==> src/rtl/atd_block.sv <==
// atd_block: serial-to-parallel receiver for the two-wire ATD link.
// ATD_clk and ATD_data come from outside the clk domain and are synchronised
// before use. Bits are shifted in MSB-first on each detected ATD_clk rise.
// Every DATA_WIDTH bits the completed word is presented on ATD_parallel with
// a ready/taken handshake.
module atd_block #(
    parameter int DATA_WIDTH   = 128,
    parameter int NUM_CNT_BITS = 8
) (
    input  logic                  clk,
    input  logic                  n_rst,
    input  logic                  ATD_data,
    input  logic                  ATD_clk,
    input  logic                  data_taken,
    output logic                  data_ready,
    output logic [DATA_WIDTH-1:0] ATD_parallel
);

    localparam logic [NUM_CNT_BITS-1:0] LAST_BIT = NUM_CNT_BITS'(DATA_WIDTH - 1);

    logic                    clk_s1;
    logic                    clk_s2;
    logic                    clk_s3;
    logic                    data_s1;
    logic                    data_s2;
    logic                    rise;
    logic                    frame_done;
    logic [DATA_WIDTH-1:0]   shreg;
    logic [DATA_WIDTH-1:0]   next_word;
    logic [NUM_CNT_BITS-1:0] bit_cnt;

    // Two-flop synchronisers for both ATD wires, plus a history flop on the clock
    // so a rise can be detected. The history flop resets low on purpose: an
    // ATD_clk held high through reset release shows up as one rise.
    always_ff @(posedge clk) begin
        if (n_rst) begin
            clk_s1  <= 1'b0;
            clk_s2  <= 1'b0;
            clk_s3  <= 1'b0;
            data_s1 <= 1'b0;
            data_s2 <= 1'b0;
        end else begin
            clk_s1  <= ATD_clk;
            clk_s2  <= clk_s1;
            clk_s3  <= clk_s2;
            data_s1 <= ATD_data;
            data_s2 <= data_s1;
        end
    end

    assign rise       = clk_s2 & ~clk_s3;
    assign frame_done = rise && (bit_cnt == LAST_BIT);
    assign next_word  = {shreg[DATA_WIDTH-2:0], data_s2};

    // The shift register takes one bit per rise. It keeps running while a
    // previous word waits to be taken.
    always_ff @(posedge clk) begin
        if (n_rst) begin
            shreg <= '0;
        end else if (rise) begin
            shreg <= next_word;
        end
    end

    // Count bits within the frame. The count wraps to zero on the last bit, so
    // frame boundaries come only from the count and never from idle gaps.
    always_ff @(posedge clk) begin
        if (n_rst) begin
            bit_cnt <= '0;
        end else if (frame_done) begin
            bit_cnt <= '0;
        end else if (rise) begin
            bit_cnt <= bit_cnt + 1'b1;
        end
    end

    // Output word and handshake. A completion takes priority over data_taken.
    // An unconsumed word is silently overwritten by the next one.
    always_ff @(posedge clk) begin
        if (n_rst) begin
            ATD_parallel <= '0;
            data_ready   <= 1'b0;
        end else if (frame_done) begin
            ATD_parallel <= next_word;
            data_ready   <= 1'b1;
        end else if (data_taken) begin
            data_ready   <= 1'b0;
        end
    end

endmodule

==> config.mk <==
export PLATFORM = sky130hd
export DESIGN_NAME = atd_block
export DESIGN_NICKNAME = d
export VERILOG_FILES = /design/src/rtl/atd_block.sv
export SDC_FILE = /design/constraint.sdc
export NUM_CORES = 1
export LEC_CHECK = 0
export CAP_MARGIN = 5
export CORE_ASPECT_RATIO = 0.75
export CORE_UTILIZATION = 40
export CTS_BUF_LIST = sky130_fd_sc_hd__clkbuf_16
export CTS_CLUSTER_SIZE = 12
export DETAILED_ROUTE_END_ITERATION = 8
export HOLD_SLACK_MARGIN = 0.15
export SLEW_MARGIN = 15
export SYNTH_ARGS = -nofsm -noshare
export SYNTH_HDL_FRONTEND = slang
export SYNTH_SLANG_ARGS = --single-unit
==> constraint.sdc <==
create_clock -name clk -period 1.84 [get_ports clk]
set_clock_uncertainty 0.15 [all_clocks]
set_input_delay 0.368 -clock clk [delete_from_list [all_inputs] [get_ports clk]]
set_output_delay 0.368 -clock clk [all_outputs]
set_load 0.03 [all_outputs]
==> results of run 1 <==
-- flip-flops by register name, summed over array words and instances (netlist names) --
name,count
clk_s3,1
clk_s1,1
bit_cnt,8
data_s2,1
clk_s2,1
shreg,127
data_ready,1
ATD_parallel,128
data_s1,1
-- power by group through the flow --
| stage | Combinational [mW] | Clock (mW) | Sequential, mW |
|---|---|---|---|
| detailed placement | 0.248 | 0 | 5.97 |
| CTS | 0.251 | 5.16 | 5.84 |
| floorplan | 0.157 | 0 | 5.97 |
| finish | 0.251 | 5.04 | 5.84 |
| global placement | 0.251 | 0 | 5.97 |
| global route | 0.269 | 5.43 | 5.84 |
-- cell type report --
cell class,count,area [um2],area share (%)
Tap cell,338,423,3.28
Sequential cell,269,5390,41.7
Multi-Input combinational cell,815,4370,33.9
Timing Repair Buffer,184,1930,14.9
Clock buffer,29,726,5.62
Inverter,2,7.51,0.0582
Clock inverter,17,71.3,0.553
-- how the worst max path moves through the flow --
| stage | start | end | slack, ns | depth (start not counted) |
|---|---|---|---|---|
| after floorplan | bit_cnt[0] | ATD_parallel[107] | 0.18 | 6 |
| after global placement | bit_cnt[0] | ATD_parallel[30] | 0.08 | 5 |
| after detailed placement | bit_cnt[0] | ATD_parallel[28] | 0.02 | 5 |
| final | bit_cnt[0] | bit_cnt[0] | -0.05 | 6 |
| after CTS | ATD_parallel[38] | ATD_parallel[38] | 0.00009 | 1 |
| after global routing | bit_cnt[0] | bit_cnt[0] | -0.07 | 6 |
-- per-stage QoR --
stage          worst slack, ns  util [%]  cell area (um2)  std cells  TNS (ns)
2_1_floorplan            0.180         -            10300       1229         0
3_3_place_gp            0.0788      48.3            12200       1599         0
3_5_place_dp            0.0241      48.3            12200       1599         0
4_1_cts              0.0000904      51.1            12900       1649         0
5_1_grt                -0.0682      51.3            12900       1654    -0.200
6_report               -0.0546      51.3            12900       1654    -0.140
-- repair_timing --
| action | CTS | global route |
|---|---|---|
| pin swaps | 0 | 1 |
| endpoints found under the setup margin | 130 | 92 |
| endpoints found under the hold margin | 28 | 0 |
| gates resized for setup | 161 | 51 |
| hold buffers | 1 | 0 |
| cloned | 0 | 3 |
| buffers inserted | 3 | 2 |
-- kinds of logic (layout without fill, tap and decap cells) --
logic type | Yosys count | count (layout) | share of synthesized area (%)
xor gates and xnor gates | 2 | 2 | 0.170
DFF | 269 | 269 | 52.1
buffers and inverters | 146 | 232 | 6.18
AOI/OAI and AO/OA | 393 | 393 | 22.2
and+or+nand+nor | 416 | 417 | 19.0
adders and majority gates | 1 | 1 | 0.121
muxes | 2 | 2 | 0.194
-- metal layers --
layer	global-route usage (%)	part of all wire (%)
met5	0	0
met4	4.32	1.4
met3	3.46	5.9
met2	31.0	44
met1	30.1	49
-- layout by cell type (no fill, tap or decap), types with 21 or more instances in the layout --
cell type        count
nand2_1            255
o31ai_1            128
buf_4               21
a21oi_1            258
clkdlybuf4s15_1     38
dlygate4sd2_1       70
buf_12              25
clkbuf_16           30
nand4_1            128
dfxtp_1            269
==> impl_metrics.py, run 1 <==
metrics = {
    "timing": {
        "fin_ws_ns": -0.0546,
        "post-route-period-util_pct": 103,
        "setup_viol": 3,
        "fmax_mhz": 528,
        "timing.hold.ws_ns": 0.244,
        "hold_violations": 0,
        "slew_headroom_pct": 70.6,
        "min_period_ns": 1.89,
        "finalMaxSlewViolations": 0,
        "tightestPinTransition_ns": 0.441,
    },
    "setup_path": {
        "timing.rr.end": "bit_cnt[0]",
        "cp.required_ns": 2.10,
        "r2r_cells": 6,
        "critPathBufInv": 2,
        "crit_path_end_kind": "flop",
        "regToRegSetupSlack_ns": -0.05,
        "crit_family": "simple AND/OR/NAND/NOR gates",
        "worst_setup_path_start_kind": "flop",
        "worstReg2RegStart": "bit_cnt[0]",
        "slowest_stage": "nor4_1",
        "crit_top_cell": "buf_4",
        "cp_max_fo": 6,
        "cp.arrival_ns": 2.16,
        "path_class": "flop to flop",
        "crit_chain": "ha_2 > nand3_4 > buf_4 > nor4_1 > buf_4 > nor3_1",
        "slowest_delay_ns": 0.37,
    },
    "synth": {
        "ys_types": 31,
        "synth_most_common_cell": "dfxtp_1",
        "ys_seq_area_share_pct": 52.1,
        "synth-main-ff-cell": "dfxtp_1",
        "synth_top_area_share_pct": 52.1,
        "yosysTopAreaCell": "dfxtp_1",
        "async_flop_share_pct": 0,
        "yosys_warnings": 0,
        "syn_area_per_cell_um2": 8.41,
        "netlist_top_cells_count": "269 x dfxtp_1, 258 x a21oi_1, 255 x nand2_1",
        "syn-instance-count": 1229,
        "syn-num-nets": 1235,
        "synth_seq_cells": 269,
        "syn_area_um2": 10300,
        "synth_area_leaders": "dfxtp_1 52%, a21oi_1 12%, o31ai_1 9.3%, nand2_1 9.3%, nand4_1 7.7%",
        "synth_edf_count": 0,
    },
    "min_path": {
        "min_path_type": "input pin to flop",
        "worst_hold_path.num_cells": 2,
        "hp-start": "ATD_clk",
        "min_to": "clk_s1",
    },
    "drt": {
        "drt_iter0_drc": 675,
        "wire_per_inst_um": 17.3,
        "vias": 9294,
        "ant_nets": 0,
        "drc": 0,
        "viasPerCell": 5.62,
        "routed_wl_mm": 28.6,
        "firstDrtPassIters": 5,
    },
    "power": {
        "power.share.switching_pct": 21.8,
        "power_mw": 11.1,
        "power.leakage_nw": 4.37,
        "vdd_ir_drop_max_v": 0.000690,
        "p_int_mw": 8.71,
        "power.switching_mw": 2.42,
        "p_per_area_nw_per_um2": 862,
        "power_frac_comb_pct": 2.3,
        "pwr-share-seq_pct": 52.5,
        "clkPwrFrac_pct": 45.2,
    },
    "status": {
        "outcome": "finished, violations left",
        "violations": "negative setup slack",
    },
    "final_layout": {
        "final_nets": 1306,
        "n_fill_cell": 2444,
        "syn2layout_area_growth_pct": 24.9,
        "layout-drive-gt1-share_pct": 8.43,
        "n_antenna_cell": 0,
    },
    "clock_tree": {
        "clkLatencyLatePin_ns": 0.54,
        "clk_path_buf_depth": 3,
        "root_buffer": "clkbuf_16",
        "clk_pin_slew_worst_paths_ns": 0.06,
        "cts_inserted_buffers": 28,
        "cts_tree": "built",
        "cts_sinks": 269,
        "h-tree-depth": 1,
    },
    "place": {
        "gp_congestion": 0.757,
        "io_buffers": 133,
        "dp_hpwl_mm": 15.9,
    },
    "floorplan": {
        "io_pins": 134,
        "die_x_um": 188,
        "num_rows": 50,
        "floorplan.initialDensity_pct": 41.1,
        "die_h_um": 141,
        "core_area_um2": 25100,
        "dieArea_um2": 26500,
    },
    "grt": {
        "grt_max_degree": 89,
        "grt_pass1_wl_mm": 45.5,
        "track_usage_pct": 20.4,
        "overflow": 0,
        "antenna_found_initial": 0,
        "grt_pass1_vias": 8548,
    },
    "job": {
        "cap_violations": 0,
    },
}
No activity file was read; power rests on OpenSTA's default activity.
==> inputs of run 2 (changes only) <==
Settings changed: SETUP_SLACK_MARGIN from default to 0.5.
==> run 2 against run 1 <==
  * The run now ends clean
  * Power rose by 0.90%
  * Non-clock buffer count rose by 164
  * Register-to-register slack improved by 0.13 ns
  * Maximum frequency rose by 7.4%
  * Final cell count rose by 9.7%
  * Combinational power rose by 110%
  * Hold slack got worse by 0.017 ns
  * Via count rose by 22%
  * Core utilization rose by 19 points
  * Worst setup slack improved by 0.13 ns
  * Global-route usage rose by 2.0 points
  * Critical path depth fell by 1
==> impl_metrics.py, run 2 (synthesized netlist as in run 1, its figures left out) <==
metrics = {
    "status": {
        "outcome": "finished, final reports clean",
    },
    "power": {
        "p_per_area_nw_per_um2": 635,
        "power_mw": 11.2,
        "vdd_ir_drop_max_v": 0.000756,
        "power.leakage_nw": 6.75,
    },
    "clock_tree": {
        "clk_path_buf_depth": 3,
        "cts_inserted_buffers": 27,
        "cts_sinks": 269,
        "clk_pin_slew_worst_paths_ns": 0.07,
        "h-tree-depth": 1,
        "cts_tree": "built",
        "clkLatencyLatePin_ns": 0.54,
        "root_buffer": "clkbuf_16",
    },
    "floorplan": {
        "die_h_um": 141,
        "num_rows": 50,
        "core_area_um2": 25100,
        "floorplan.initialDensity_pct": 41.1,
        "io_pins": 134,
        "die_x_um": 188,
        "dieArea_um2": 26500,
    },
    "timing": {
        "post-route-period-util_pct": 95.9,
        "min_period_ns": 1.76,
        "setup_viol": 0,
        "fmax_mhz": 567,
        "fin_setup_tns_ns": 0,
        "rsz0062_at_grt": "true",
        "slew_headroom_pct": 58.6,
        "tightestPinTransition_ns": 0.621,
        "finalMaxSlewViolations": 0,
        "hold_violations": 0,
    },
    "setup_path": {
        "timing.rr.end": "ATD_parallel[61]",
        "cp.required_ns": 2.10,
        "path_class": "flop to flop",
        "worst_setup_path_start_kind": "flop",
        "crit_path_end_kind": "flop",
        "slowest_stage": "dfxtp_1",
        "cp.arrival_ns": 2.02,
        "cp_max_fo": 9,
        "regToRegSetupSlack_ns": 0.08,
        "slowest_delay_ns": 0.47,
        "crit_chain": "nand3_4 > buf_4 > clkbuf_16 > o31ai_1 > a21oi_1",
        "r2r_cells": 5,
        "worstReg2RegStart": "bit_cnt[3]",
    },
    "place": {
        "dp_hpwl_mm": 14.9,
        "io_buffers": 133,
        "gp_congestion": 0.740,
    },
    "final_layout": {
        "fin_util_pct": 70.3,
        "multi_input_area_um2": 6060,
        "seq_area_um2": 5630,
        "final_nets": 1471,
        "regMostFlops": "ATD_parallel",
        "syn2layout_area_growth_pct": 71.1,
        "layout-drive-gt1-share_pct": 52.4,
        "final_cell_mix": "184 x nand2_1, 184 x a21oi_1, 151 x buf_6",
        "reg.largest.list": "ATD_parallel x128, shreg x127, bit_cnt x8",
        "largest_reg_flops": 128,
        "n_fill_cell": 1688,
    },
    "drt": {
        "routed_wl_mm": 45.2,
        "wire_per_inst_um": 24.9,
        "firstDrtPassIters": 5,
        "ant_nets": 0,
        "viasPerCell": 6.26,
        "drt_iter0_drc": 1210,
        "vias": 11400,
        "drc": 0,
    },
    "min_path": {
        "hp-start": "n_rst",
        "min_path_type": "input pin to flop",
        "worst_hold_path.num_cells": 3,
        "min_to": "shreg[1]",
    },
    "grt": {
        "track_usage_pct": 22.3,
        "antenna_found_initial": 1,
        "overflow": 0,
        "grt_pass1_wl_mm": 49.0,
        "grt_max_degree": 74,
        "grt_pass1_vias": 8884,
    },
    "job": {
        "cap_violations": 0,
    },
}
## run 2: where the power goes
group | switching [mW] | total, mW | internal [mW]
sequential | 0.0122 | 5.80 | 5.79
clock | 2.29 | 4.90 | 2.60
combinational | 0.314 | 0.533 | 0.219
## run 2: stage by stage
step / hold slack, ns / std cells / setup WS [ns] / area (um2)
detailed placement: 0.291 / 1584 / 0.155 / 12000
CTS: 0.186 / 1664 / 0.213 / 13600
global placement: 0.281 / 1584 / 0.219 / 12000
global route: 0.226 / 1814 / 0.0318 / 17700
floorplan: 0.264 / 1229 / 0.366 / 10600
finish: 0.227 / 1815 / 0.0752 / 17700
## run 2: how the worst max path moves through the flow
stage          depth (start not counted)       start  slack [ns]           endpoint
5_1_grt                                5  bit_cnt[3]        0.03   ATD_parallel[61]
4_1_cts                                6  bit_cnt[1]        0.21         bit_cnt[4]
3_5_place_dp                           4      clk_s2        0.16  ATD_parallel[107]
6_report                               5  bit_cnt[3]        0.08   ATD_parallel[61]
3_3_place_gp                           4      clk_s2        0.22   ATD_parallel[10]
2_1_floorplan                          6  bit_cnt[1]        0.37  ATD_parallel[107]
## run 2: metal layers
| metal | vias up | track usage [%] | wire length [um] |
|---|---|---|---|
| li1 | 4943 | - | - |
| met1 | 5535 | 32.8 | 18500 |
| met2 | 708 | 35.0 | 20300 |
| met3 | 168 | 2.89 | 4700 |
| met4 | 0 | 4.36 | 1740 |
| met5 | - | 0 | 0 |
## run 2: cell type report
type / instances / share of cell area (%)
timing repair buffer: 348 / 27.3
clock inverter: 13 / 0.276
sequential: 269 / 31.8
clock buffer: 27 / 3.82
antenna: 1 / 0.0142
multi-input combinational: 817 / 34.3
tap: 338 / 2.39
inverter: 2 / 0.0425
## run 2: worst max-delay path, delay by kind of cell (launching register included)
kind / cells / cell delay, ns
flops: 1 / 0.47
compound gates: 2 / 0.45
buf+inv: 2 / 0.40
simple gates: 1 / 0.17
## run 2: timing repair
| item | 4_1_cts | 5_1_grt |
|---|---|---|
| setup endpoints to repair | 392 | 393 |
| buffers inserted | 28 | 85 |
| hold buffers | 2 | 0 |
| endpoints found under the hold margin | 13 | 0 |
| gates cloned | 10 | 65 |
| gates resized for setup | 1003 | 526 |
| pin swaps | 4 | 167 |
